### src/rtl/ram_ctrl_pkg.sv
// Shared types and constants for the RAM front-end controller.
package ram_ctrl_pkg;

    typedef enum logic {
        INIT = 1'b0,
        RUN  = 1'b1
    } ctrl_state_e;

    localparam logic CLIENT_A = 1'b0;
    localparam logic CLIENT_B = 1'b1;

endpackage

### src/rtl/rr_arb2.sv
// Two-requester round-robin arbiter. Bit 0 is client A, bit 1 is client B.
// The pointer remembers the last granted client; on a tie the other one wins.
module rr_arb2
    import ram_ctrl_pkg::*;
(
    input  logic       clk,
    input  logic       rst,
    input  logic [1:0] req,
    input  logic       accept,
    output logic [1:0] gnt
);

    logic ptr_q;
    logic ptr_d;

    // Last-grant pointer; starts at B so A wins the first contention.
    always_ff @(posedge clk) begin
        if (rst) begin
            ptr_q <= CLIENT_B;
        end else begin
            ptr_q <= ptr_d;
        end
    end

    // One-hot grant from requests and pointer.
    always_comb begin
        gnt = 2'b00;
        case (req)
            2'b01:   gnt = 2'b01;
            2'b10:   gnt = 2'b10;
            2'b11:   gnt = (ptr_q == CLIENT_A) ? 2'b10 : 2'b01;
            default: gnt = 2'b00;
        endcase
    end

    // Pointer moves only when the granted request is actually taken.
    always_comb begin
        ptr_d = ptr_q;
        if (accept && (gnt != 2'b00)) begin
            ptr_d = gnt[1] ? CLIENT_B : CLIENT_A;
        end
    end

endmodule

### src/rtl/ram_port_ctrl.sv
// Front-end for the dual-port RAM: initialisation sweep, host write
// pass-through, and round-robin sharing of the read port between A and B.
//
// state | meaning
// ------+-----------------------------------------------------------
// INIT  | sweeping every address with INIT_VALUE, all requesters held
// RUN   | host writes pass through, A/B reads arbitrated round-robin
module ram_port_ctrl
    import ram_ctrl_pkg::*;
#(
    parameter int                    ADDR_WIDTH = 4,
    parameter int                    DATA_WIDTH = 8,
    parameter logic [DATA_WIDTH-1:0] INIT_VALUE = '0
) (
    input  logic                  clk,
    input  logic                  rst,
    input  logic                  h_wr_valid,
    output logic                  h_wr_ready,
    input  logic [ADDR_WIDTH-1:0] h_wr_addr,
    input  logic [DATA_WIDTH-1:0] h_wr_data,
    input  logic                  a_rd_valid,
    output logic                  a_rd_ready,
    input  logic [ADDR_WIDTH-1:0] a_rd_addr,
    input  logic                  b_rd_valid,
    output logic                  b_rd_ready,
    input  logic [ADDR_WIDTH-1:0] b_rd_addr,
    output logic                  rsp_valid,
    output logic                  rsp_id,
    output logic [DATA_WIDTH-1:0] rsp_data,
    output logic                  init_done,
    output logic                  wr_enb,
    output logic [ADDR_WIDTH-1:0] wr_addr,
    output logic [DATA_WIDTH-1:0] wr_data,
    output logic                  rd_enb,
    output logic [ADDR_WIDTH-1:0] rd_addr,
    input  logic [DATA_WIDTH-1:0] rd_data
);

    ctrl_state_e           state_q;
    ctrl_state_e           state_d;
    logic [ADDR_WIDTH-1:0] cnt_q;
    logic [ADDR_WIDTH-1:0] cnt_d;
    logic                  rsp_valid_q;
    logic                  rsp_id_q;

    logic [1:0]            rd_req;
    logic [1:0]            rd_gnt;
    logic                  rd_accept;

    // State and sweep counter registers.
    always_ff @(posedge clk) begin
        if (rst) begin
            state_q <= INIT;
            cnt_q   <= '0;
        end else begin
            state_q <= state_d;
            cnt_q   <= cnt_d;
        end
    end

    // Next state: leave INIT after the last address has been written.
    // The counter wraps back to 0 on that same cycle and then sits idle.
    always_comb begin
        state_d = state_q;
        cnt_d   = cnt_q;
        if (state_q == INIT) begin
            cnt_d = cnt_q + ADDR_WIDTH'(1);
            if (cnt_q == '1) begin
                state_d = RUN;
            end
        end
    end

    // Write port and status outputs per state.
    always_comb begin
        wr_enb     = 1'b0;
        wr_addr    = h_wr_addr;
        wr_data    = h_wr_data;
        h_wr_ready = 1'b0;
        init_done  = 1'b0;
        case (state_q)
            INIT: begin
                wr_enb  = 1'b1;
                wr_addr = cnt_q;
                wr_data = INIT_VALUE;
            end
            RUN: begin
                wr_enb     = h_wr_valid;
                h_wr_ready = 1'b1;
                init_done  = 1'b1;
            end
            default: begin
                wr_enb = 1'b0;
            end
        endcase
    end

    // Reads are only offered to the arbiter once the sweep is done.
    always_comb begin
        rd_req = {b_rd_valid, a_rd_valid} & {2{state_q == RUN}};
    end

    rr_arb2 u_arb (
        .clk    (clk),
        .rst    (rst),
        .req    (rd_req),
        .accept (rd_accept),
        .gnt    (rd_gnt)
    );

    // Grant drives ready directly, so any grant is an accepted request.
    always_comb begin
        a_rd_ready = rd_gnt[0];
        b_rd_ready = rd_gnt[1];
        rd_accept  = (a_rd_valid && rd_gnt[0]) || (b_rd_valid && rd_gnt[1]);
        rd_enb     = rd_accept;
        rd_addr    = rd_gnt[1] ? b_rd_addr : a_rd_addr;
    end

    // Response tag follows the RAM's one-cycle read latency; reset drops it.
    always_ff @(posedge clk) begin
        if (rst) begin
            rsp_valid_q <= 1'b0;
            rsp_id_q    <= CLIENT_A;
        end else begin
            rsp_valid_q <= rd_accept;
            if (rd_accept) begin
                rsp_id_q <= rd_gnt[1] ? CLIENT_B : CLIENT_A;
            end
        end
    end

    assign rsp_valid = rsp_valid_q;
    assign rsp_id    = rsp_id_q;
    assign rsp_data  = rd_data;

endmodule

### config.mk
export PLATFORM = sky130hd
export DESIGN_NAME = ram_port_ctrl
export DESIGN_NICKNAME = d
export VERILOG_FILES = /design/src/rtl/ram_ctrl_pkg.sv /design/src/rtl/rr_arb2.sv /design/src/rtl/ram_port_ctrl.sv
export SDC_FILE = /design/constraint.sdc
export NUM_CORES = 1
export LEC_CHECK = 0
export ABC_AREA = 1
export CELL_PAD_IN_SITES_DETAIL_PLACEMENT = 1
export CELL_PAD_IN_SITES_GLOBAL_PLACEMENT = 2
export CORE_MARGIN = 5
export CORE_UTILIZATION = 12
export DETAILED_ROUTE_END_ITERATION = 6
export GPL_TIMING_DRIVEN = 0
export PLACE_DENSITY = 0.92
export RECOVER_POWER = 100
export SYNTH_ARGS = -nofsm -noshare
export SYNTH_HDL_FRONTEND = slang
export SYNTH_HIERARCHICAL = 1
export SYNTH_SLANG_ARGS = --single-unit
### constraint.sdc
create_clock -name clk -period 5.7 [get_ports clk]
set_input_delay 1.71 -clock clk [delete_from_list [all_inputs] [get_ports clk]]
set_output_delay 1.71 -clock clk [all_outputs]
set_load 0.01 [all_outputs]
* Word-level counts from Yosys, hierarchy flattened
Index checks and enable logic that the tools add are counted.
Cells by class: add/subtract/negate cells 1, $lt $le $gt $ge 0, multipliers 0, div/mod/pow operators 0, bitwise gates (word level) 2, mux-type cells 10, shift operators 0, equal/unequal tests 4, reductions and logical operators 5
Operators by type and width (count):
- 2-to-1 mux 4 bit | 2
- 2-to-1 mux 8 bit | 1
- one-hot mux 2 bit (3 select lines) | 1
- adder 4 x 1 -> 4 bit, second input constant | 1
- equality test 2 bit, second input constant | 2
- equality test 4 bit, second input constant | 1
- 2-to-1 mux 1 bit | 4
- logical AND 1 bit | 3
- bitwise AND 2 bit | 1
- equality test 2 x 1 -> 1 bit, second input constant | 1
- 2-to-1 mux 2 bit | 1
- one-hot mux 1 bit (2 select lines) | 1
- nonzero test 2 bit | 1
- logical OR 1 bit | 1
- inverter 1 bit | 1
Storage, ports and cells: latch bits 0, word-level logic and storage cells 27, bits in writable memories 0, ROM bits 0, memories 0, register bits after elaboration 8

* Logic depth before layout (Yosys ltp)
Gate-level depths: netlist (run 1).
depth in word-level cells 6, depth in mapped cells 10, mapped depth without buffers 8

* Cells and area by module
The synthesis (run 1) kept the hierarchy.
By module, submodules not included:
- ram_port_ctrl | cells each 93, area each 545.5 um^2, times used 1
- rr_arb2 | cells each 9, area each 60.1 um^2, times used 1

* Worst setup path before layout (run 1)
OpenSTA, ideal clock, no wires.
kind input -> output, start point input b_rd_valid, end point output rd_enb, cell stages on the path 5, arrival 2.890 ns, buffers on the path 0, setup slack 1.100 ns, cells stage by stage nand2_1 -> inv_1 -> a21boi_0 -> inv_2 -> o21ai_4
Between the ends: cells in the longest elaborated chain, start to end 5
Ends and longest elaborated chain:
- start: declaration | line ram_port_ctrl.sv:24 | input logic b_rd_valid,
- bitwise AND 2 bit (*) | line ram_port_ctrl.sv:100 | rd_req = {b_rd_valid, a_rd_valid} & {2{state_q == RUN}};
- named net rd_req[1] | line ram_port_ctrl.sv:46 | logic [1:0] rd_req;
- equality test 2 bit / equality test 2 x 1 -> 1 bit (equally long branches) | line rr_arb2.sv:28 | case (req)
- one-hot mux 2 bit (3 select lines) (*) | line rr_arb2.sv:28
- named net b_rd_ready | line ram_port_ctrl.sv:25 | output logic b_rd_ready,
- logical AND 1 bit (*) | line ram_port_ctrl.sv:115 | rd_accept = (a_rd_valid && rd_gnt[0]) || (b_rd_valid && rd_gnt[1]);
- logical OR 1 bit (*) | line ram_port_ctrl.sv:115
- end: declaration | line ram_port_ctrl.sv:34 | output logic rd_enb,
The timed path passes the listed nets; every way through them passes the cells marked *.

* Final worst setup path (run 1)
start point input b_rd_valid, end point output rd_enb
Between the ends: cells in the longest elaborated chain, start to end 5
Ends and longest elaborated chain (line):
- bitwise AND 2 bit (*) | ram_port_ctrl.sv:100
- named net rd_req[1] | ram_port_ctrl.sv:46
- equality test 2 bit / equality test 2 x 1 -> 1 bit (equally long branches) | rr_arb2.sv:28
- one-hot mux 2 bit (3 select lines) (*) | rr_arb2.sv:28
- logical AND 1 bit | ram_port_ctrl.sv:115
- logical OR 1 bit (*) | ram_port_ctrl.sv:115
Marked as above.

==> metrics.txt, run 1 <==
post-route setup TNS=0 ps; total wire length=2179 um; Layout Utilization=26.88%; Seq/Total Area, Yosys=26.45%; Mapped Cells=102; Slew Limit Fails=0; Initial Utilization=12.57%; CTS Buffer Depth=2; most frequent cells in the layout=38 x nand2_1, 32 x dlygate4sd3_1, 24 x clkdlybuf4s50_1, 17 x inv_1, 9 x buf_4; ANT cells=0; routability congestion estimate=0.7212; Syn Nets=136; CTS tree=done; Routed Antenna Nets=0; total track usage=6.657%; worst slew pin tran=278.9 ps; clock skew=1.331 ps; clk sinks=8; clock root cell=clkbuf_8; WP data arrival=3660 ps; commonest non-fill, non-tap cell in the layout=nand2_1; crit path max fanout=7; Final nets=197; Routed WL per cell=9.557 um; Rows=25; vias per std cell=3.456; clock transition at the registers of the reported paths=40 ps; register bit total from synthesis=8; vias in the first global route=781; worst skew pair latency=220 ps; H-Tree Depth=1; Initial DRC Count=14; CP required=3990 ps; synthesis-to-layout area growth=113.8%; status=completed; Mapped Area=605.6 um^2; Mean Syn Cell Area=5.937 um^2; # setup viols final=0; chip width=81.04 um; Residual DRC=0; Design Area, Final=1295 um^2; Peak VDD IR=0.00004757 V; via count=788; Hold Crit Class=flip-flop to flip-flop; Yosys warning count=6; unrepaired setup endpoints after global routing=no; post_cts resized=1; CTS Hold Buffers Added=0; post-layout min period=5367 ps; Most Crowded Layer GR=met2; Die H=81.04 um; initial antenna violation count=0; Lkg Pwr=0.6867 nW; met3 Use GR=3.437%; core area=4817 um^2; DP HPWL=1877 um; relative slew slack=81.30%; Crit Path Class=input pin to primary output; post-synth cell types=16; GRT met1 Usage=7.621%; global route overflow=0; I/O pin cnt=65; largest net degree at the start of global routing=11; Placed Area=1250 um^2; first-pass GRT wire length=3470 um; Fmax=186.3 MHz; fraction of layout cells with a size suffix above 1=13.66%; Final Hold Vio Count=0; Global Route met2 Usage=11.00%; Power Dens Cells=130.8 nW/um^2; DRT Pass-1 Iters=2; CTS Buf Count=3; period utilization=94.16%; maximum capacitance violations=0; # port buffers=56; number of setup buffers added after CTS=0; Setup crit end kind=primary output; startpoint types=input pin; full die area=6567 um^2
## final timing paths
check,from,end,slack (ps),cells after the start
max,b_rd_valid,rd_enb,330,7
min,rsp_id,rsp_id,480,2
max reg2reg,state_q,u_arb/ptr_q,3680,10
min reg2reg,rsp_id,rsp_id,480,2
## registers in the layout, indices dropped and copies added (netlist names)
register and flops:
cnt_q 4, rsp_id 1, rsp_valid 1, state_q 1, u_arb/ptr_q 1
## Yosys cell counts
master    instances  share of area [%]
ha_1              1                2.1
a21boi_0          1                1.2
dfxtp_1           8                 26
buf_2             2                1.7
o21ai_4           1                2.7
a21boi_1          1                1.2
nor2_1            5                3.1
nand3_1           5                4.1
o21ai_0           4                3.3
a21oi_1           3                2.5
inv_2             3                1.9
buf_4             9                 11
inv_1            16                9.9
nand2_1          38                 24
or2_1             1                1.0
nor2_2            4                4.1
## power by group
part	total [mW]	leakage, nW	internal, mW	switching, mW
combinational	0.0418	0.600	0.0284	0.0134
clock	0.0676	0.0216	0.0457	0.0219
sequential	0.0600	0.0651	0.0581	0.00192
## per-layer routing
layer,part of all wire [%],wire [um]
met1,42,907
met2,45,979
met3,13,293
met4,0,0
met5,0,0
## worst max-delay path, stage by stage
cell	delay [ps]
clkdlybuf4s50_1	480
nand2_1	60
inv_1	80
a21boi_2	300
inv_1	200
o21ai_4	250
clkdlybuf4s50_1	580
## per-stage QoR
| step | power, mW | hold slack [ps] | worst slack (ps) | instances |
|---|---|---|---|---|
| 2_1_floorplan | 0.07500 | 457.3 | 1100 | 102 |
| 3_3_place_gp | 0.1054 | 474.2 | -52.26 | 225 |
| 3_5_place_dp | 0.1060 | 476.0 | -72.05 | 225 |
| 4_1_cts | 0.1753 | 493.8 | 146.3 | 228 |
| 5_1_grt | 0.1798 | 525.2 | 131.3 | 228 |
| 6_report | 0.1694 | 477.7 | 333.0 | 228 |
## logic make-up (layout without fill, tap and decap cells)
kind of cell	after synthesis	after routing	share of synthesized area [%]
buffers and inverters	30	89	24.59
AO/OA/AOI/OAI	10	10	10.95
AND/OR/NAND/NOR	53	53	35.95
flip-flops	8	8	26.45
adder cells (fa/ha/maj)	1	1	2.066
## final cells by class
| type | count | area, um^2 |
|---|---|---|
| fillers | 633 | 3522 |
| plain buffers | 11 | 77.57 |
| inverters | 19 | 71.32 |
| multi-input cells | 64 | 300.3 |
| flip-flops and latches | 8 | 160.2 |
| repair buffers | 56 | 560.5 |
| well taps | 67 | 83.83 |
| clock buffers | 3 | 41.29 |
(Power assumes the default switching activity.)
==> run 2, diff against run 1 <==
--- a/config.mk
+++ b/config.mk
@@ -8,12 +8,13 @@
 export ABC_AREA = 1
 export CELL_PAD_IN_SITES_DETAIL_PLACEMENT = 1
 export CELL_PAD_IN_SITES_GLOBAL_PLACEMENT = 2
-export CORE_MARGIN = 5
+export CORE_MARGIN = 1.5
 export CORE_UTILIZATION = 12
 export DETAILED_ROUTE_END_ITERATION = 6
 export GPL_TIMING_DRIVEN = 0
 export PLACE_DENSITY = 0.92
 export RECOVER_POWER = 100
+export SKIP_LAST_GASP = 1
 export SYNTH_ARGS = -nofsm -noshare
 export SYNTH_HDL_FRONTEND = slang
 export SYNTH_HIERARCHICAL = 1
==> run 2 against run 1 <==
- total power about the same
- clock skew is 3.9 ps higher
- sequential power about the same
- worst hold slack got worse by 4.0 ps
- non-clock buffer count is the same
- clock-buffer cell count unchanged
- worst setup slack lost 120 ps
- register-to-register slack worse by 120 ps
==> metrics.txt, run 2 (synthesis gave the netlist of run 1 again) <==
CTS Buffer Depth=2 (unchanged); worst reg-to-reg path cell count=10 (unchanged); Place WS=-111.6 ps (-39.52 ps); clock skew=5.217 ps (+3.886 ps); Total Power=0.1696 mW (about the same); CTS Buf Count=3 (unchanged); Slew Limit Fails=0 (unchanged); Crit path largest cell delay=590 ps (about the same); sequential group share of total power=35.4% (about the same); Final nets=197 (unchanged); Design Area, Final=1291 um^2 (-0.29%); Power Dens Cells=131.3 nW/um^2 (+0.36%); chip width=74.04 um (-8.6%); # port buffers=56 (unchanged); clock root cell=clkbuf_8; Crit Path Class=input pin to primary output; crit-path cells=clkdlybuf4s50_1 -> nand2_1 -> inv_1 -> a21boi_1 -> inv_2 -> o21ai_4 -> clkdlybuf4s50_1; number of stages on the worst setup path=7 (unchanged); post-layout min period=5483 ps (+115.6 ps); I/O pin cnt=65 (unchanged); number of setup buffers added after CTS=0 (unchanged); commonest non-fill, non-tap cell in the layout=nand2_1; WP buf/inv=4 (unchanged); Net Sw Frac=21.99% (+0.054 points); Final Hold Vio Count=0 (unchanged); unrepaired setup endpoints after global routing=no; clock transition at the registers of the reported paths=40 ps (about the same); fraction of layout cells with a size suffix above 1=13.66% (unchanged); CP max-delay cell=clkdlybuf4s50_1; FF+latch area=160.2 um^2 (unchanged); Comb pwr share=24.5% (-0.2 points); largest net degree at the start of global routing=11 (unchanged); H-Tree Depth=1 (unchanged); Rows=25 (unchanged); # setup viols final=0 (unchanged); routability congestion estimate=0.6964 (-3.4%); multi-input logic area=296.5 um^2 (-1.3%); CP top delay family=buffers and inverters; Placed Area=1250 um^2 (unchanged); startpoint types=input pin; vias in the first global route=774 (-0.90%); total track usage=7.421% (+0.76 points); Routed Antenna Nets=0 (unchanged); via count=825 (+4.7%); Initial DRC Count=15 (+1); Placed Cells incl. Taps=225 (unchanged); crit-path most repeated cell=clkdlybuf4s50_1; global route overflow=0 (unchanged); Die H=74.04 um (-8.6%); crit path max fanout=7 (unchanged); vias per std cell=3.618 (+4.7%); WP data arrival=3770 ps (+110 ps); full die area=5482 um^2 (-17%); worst skew pair latency=230 ps (about the same); clk sinks=8 (unchanged); Setup crit end kind=primary output; status=completed; Int Power=0.1323 mW (unchanged); maximum capacitance violations=0 (unchanged); first-pass GRT wire length=3201 um (-7.8%); relative slew slack=66.43% (-15 points); CP required=3990 ps (about the same); most frequent cells in the layout=38 x nand2_1, 32 x dlygate4sd3_1, 24 x clkdlybuf4s50_1, 16 x inv_1, 9 x buf_4; Initial Utilization=12.65% (+0.082 points); Routed WL per cell=8.702 um (-8.9%); total wire length=1984 um (-8.9%); Layout Utilization=26.98% (+0.097 points); Hold Crit Class=flip-flop to flip-flop; hold_ws=473.6 ps (-4.031 ps); initial antenna violation count=0 (unchanged); Peak VDD IR=0.00005826 V (+22%); Lkg Pwr=0.6867 nW (about the same); Biggest register=cnt_q; worst setup margin=217.5 ps (-115.6 ps); worst slew pin tran=502.4 ps (+223.6 ps); CTS tree=done; hold depth=2 (unchanged); Fmax=182.4 MHz (-2.1%); fill count=610 (-3.6%); Largest register FFs=4 (unchanged); fin cells=228 (unchanged); period utilization=96.18% (+2.0 points); ANT cells=0 (unchanged); Psw=0.03729 mW (+0.31%); Residual DRC=0 (unchanged); Clk pwr share=40.1% (+0.2 points); DP HPWL=1685 um (-10%); core area=4786 um^2 (-0.65%); post-route setup TNS=0 ps (unchanged); DRT Pass-1 Iters=2 (unchanged); synthesis-to-layout area growth=113.2%
## run 2: path summary, 6_finish.rpt
check	startpoint	to	slack [ps]
hold / removal	rsp_id	rsp_id	470
setup reg to reg	state_q	u_arb/ptr_q	3560
hold reg to reg	rsp_id	rsp_id	470
setup / recovery	b_rd_valid	rd_enb	220
## run 2: power by group through the flow
stage | clock network (mW) | registers, mW | logic [mW]
global placement | 0 | 0.0609 | 0.0442
global route | 0.0738 | 0.0602 | 0.0459
CTS | 0.0711 | 0.0601 | 0.0450
detailed placement | 0 | 0.0611 | 0.0448
floorplan | 0 | 0.0604 | 0.0146
finish | 0.0680 | 0.0601 | 0.0415
## run 2: area by class of cell
| class | instances | share of cell area (%) |
|---|---|---|
| tap | 67 | 6.492 |
| sequential | 8 | 12.40 |
| inverter | 19 | 5.523 |
| buffer | 11 | 6.008 |
| multi-input combinational | 64 | 22.97 |
| clock buffer | 3 | 3.198 |
| timing repair buffer | 56 | 43.41 |
## run 2: worst reg2reg max path, delay by kind of cell (launching register included)
kind            cells  cell delay [ps]
simple gates        4              280
flops               1              340
buf+inv             4              690
compound gates      2              710
## run 2: layer usage
metal	global-route usage, %	vias to the layer above	share of wire (%)	wire length (um)
li1	-	411	-	-
met4	1.852	0	1.1	21
met2	12.40	54	42	824
met5	0	-	0	0
met3	4.065	4	14	275
met1	8.205	356	43	863
## run 2: timing repair
item,CTS,global route
hold buffers,0,0
endpoints found under the setup margin,1,0
gates resized for setup,1,0
==> run 3, diff against run 2 <==
--- a/config.mk
+++ b/config.mk
@@ -9,10 +9,10 @@
 export CELL_PAD_IN_SITES_DETAIL_PLACEMENT = 1
 export CELL_PAD_IN_SITES_GLOBAL_PLACEMENT = 2
 export CORE_MARGIN = 1.5
-export CORE_UTILIZATION = 12
+export CORE_UTILIZATION = 11
 export DETAILED_ROUTE_END_ITERATION = 6
 export GPL_TIMING_DRIVEN = 0
-export PLACE_DENSITY = 0.92
+export PLACE_DENSITY = 0.87
 export RECOVER_POWER = 100
 export SKIP_LAST_GASP = 1
 export SYNTH_ARGS = -nofsm -noshare
==> constraint.sdc (replaced) <==
create_clock -name clk -period 6.3 [get_ports clk]
set_input_delay 1.89 -clock clk [delete_from_list [all_inputs] [get_ports clk]]
set_output_delay 1.89 -clock clk [all_outputs]
set_load 0.01 [all_outputs]
==> run 3 against run 2 <==
- sequential share of layout area about the same
- largest cell class unchanged
- clock power decreased by 9.4%
- worst hold slack improved by 6.1 ps
- final cell count increased by 1.3%
- die area increased by 8.7%
- sequential cell count unchanged
- wire length increased by 4.3%
==> metrics.txt, run 3 (synthesis gave the netlist of run 1 again) <==
Residual DRC=0 (unchanged); Largest register FFs=4 (unchanged); unrepaired setup endpoints after global routing=no; fraction of layout cells with a size suffix above 1=13.04% (-0.62 points); fin cells=231 (+1.3%); maximum capacitance violations=0 (unchanged); Total Power=0.1537 mW (-9.4%); Setup crit end kind=primary output; largest net degree at the start of global routing=11 (unchanged); Slew Limit Fails=0 (unchanged); first-pass GRT wire length=3643 um (+14%); Biggest register=cnt_q; startpoint types=input pin; post-route setup TNS=0 ps (unchanged); total wire length=2069 um (+4.3%); full die area=5959 um^2 (+8.7%); clock transition at the registers of the reported paths=40 ps (about the same); Fmax=169.0 MHz; hold depth=2 (unchanged); Rows=26 (+4.0%); Hold Crit Class=flip-flop to flip-flop; Design Area, Final=1295 um^2 (+0.29%); CP required=4410 ps (+420 ps); worst slew pin tran=482.3 ps (-20.15 ps); WP data arrival=4030 ps (+260 ps); # setup viols final=0 (unchanged); DP HPWL=1754 um (+4.0%); total track usage=7.675% (+0.25 points); clock root cell=clkbuf_8; met1 WL=811 um (-6.0%); Initial DRC Count=15 (unchanged); clock skew=0.9048 ps (-4.313 ps); Routed Antenna Nets=0 (unchanged); routability congestion estimate=0.6999 (+0.50%); Lkg Pwr=0.6815 nW (-0.76%); Placed Area=1254 um^2 (+0.30%); Initial Utilization=11.63% (-1.0 points); Layout Utilization=24.88% (-2.1 points); Min-Delay Startpoint=rsp_id; vias per std cell=3.554 (-1.8%); Placed Cells incl. Taps=228 (+1.3%); Reg2Reg Setup Slack=4110 ps (+550 ps); via count=821 (-0.48%); period utilization=93.94%; Final nets=197 (unchanged); clk sinks=8 (unchanged); chip width=77.20 um (+4.3%); status=completed; CTS tree=done; Final Hold Vio Count=0 (unchanged); post_cts resized=0 (-1); commonest non-fill, non-tap cell in the layout=nand2_1; number of setup buffers added after CTS=0 (unchanged); met3 wire length=294 um (+6.9%); vias in the first global route=825 (+6.6%); CTS Buffer Depth=2 (unchanged); DRT Pass-1 Iters=2 (unchanged); Peak VDD IR=0.00006225 V (+6.9%); # port buffers=56 (unchanged); worst reg-to-reg path cell count=10 (unchanged); reg2reg end=u_arb/ptr_q; Die H=77.20 um (+4.3%); Crit Path Class=input pin to primary output; core area=5205 um^2 (+8.8%); most frequent cells in the layout=38 x nand2_1, 31 x dlygate4sd3_1, 25 x clkdlybuf4s50_1, 17 x inv_1, 9 x buf_4; synthesis-to-layout area growth=113.8%; worst skew pair latency=230 ps (about the same); H-Tree Depth=1 (unchanged); Power Dens Cells=118.7 nW/um^2 (-9.6%); uppermost routed layer=met4; global route overflow=0 (unchanged); relative slew slack=67.78% (+1.3 points); post-layout min period=5918 ps; reg2reg start=state_q; initial antenna violation count=0 (unchanged); CTS Buf Count=3 (unchanged); Hold EP=rsp_id; WL met2=933 um (+13%); CTS Hold Buffers Added=0 (unchanged); crit path max fanout=7 (unchanged); ANT cells=0 (unchanged); Routed WL per cell=8.957 um (+2.9%); I/O pin cnt=65 (unchanged)
==> run 3: cell types whose count changed in the layout (fill, tap and decap cells not counted), sizes merged <==
cell           delta
clkdlybuf4s50     +1
dlygate4sd3       -1
==> run 3: metrics by stage <==
| stage | setup WS [ps] | hold slack (ps) |
|---|---|---|
| floorplan | 1340 | 457.3 |
| global placement | 111.3 | 470.1 |
| detailed placement | 165.4 | 475.0 |
| CTS | 153.5 | 492.6 |
| global route | 180.8 | 534.5 |
| finish | 382.0 | 479.7 |
==> run 3: critical path, cell delays in order <==
cell and delay (ps):
clkdlybuf4s50_1 470, nand2_1 50, inv_1 80, a21boi_1 430
inv_1 240, o21ai_4 270, clkdlybuf4s50_1 590
==> run 3: final cells by class <==
class	instances	area, um^2
Multi-Input combinational cell	64	296.5
Buffer	11	77.57
Fill cell	649	3910
Sequential cell	8	160.2
Tap cell	70	87.58
Timing Repair Buffer	56	560.5
Clock buffer	3	41.29
Inverter	19	71.32
==> run 3: routing by layer <==
layer,global-route usage [%],vias to the layer above
met2,12.81,48
met4,3.273,0
li1,-,414
met3,4.167,4
met5,0,-
met1,7.932,355
==> run 3: power breakdown <==
group | leakage [nW] | internal, mW | switching [mW]
Combinational | 0.595 | 0.0257 | 0.0122
Sequential | 0.0651 | 0.0526 | 0.00163
Clock | 0.0216 | 0.0414 | 0.0202
Total | 0.681 | 0.120 | 0.0340
==> run 3: how the worst max path moves through the flow <==
stage	to	depth (start not counted)	from	slack, ps
floorplan	rd_enb	5	b_rd_valid	1340
global placement	rd_enb	7	b_rd_valid	110
detailed placement	rd_enb	7	b_rd_valid	170
CTS	rd_enb	7	b_rd_valid	150
global route	rd_enb	7	b_rd_valid	180
finish	rd_enb	7	b_rd_valid	380
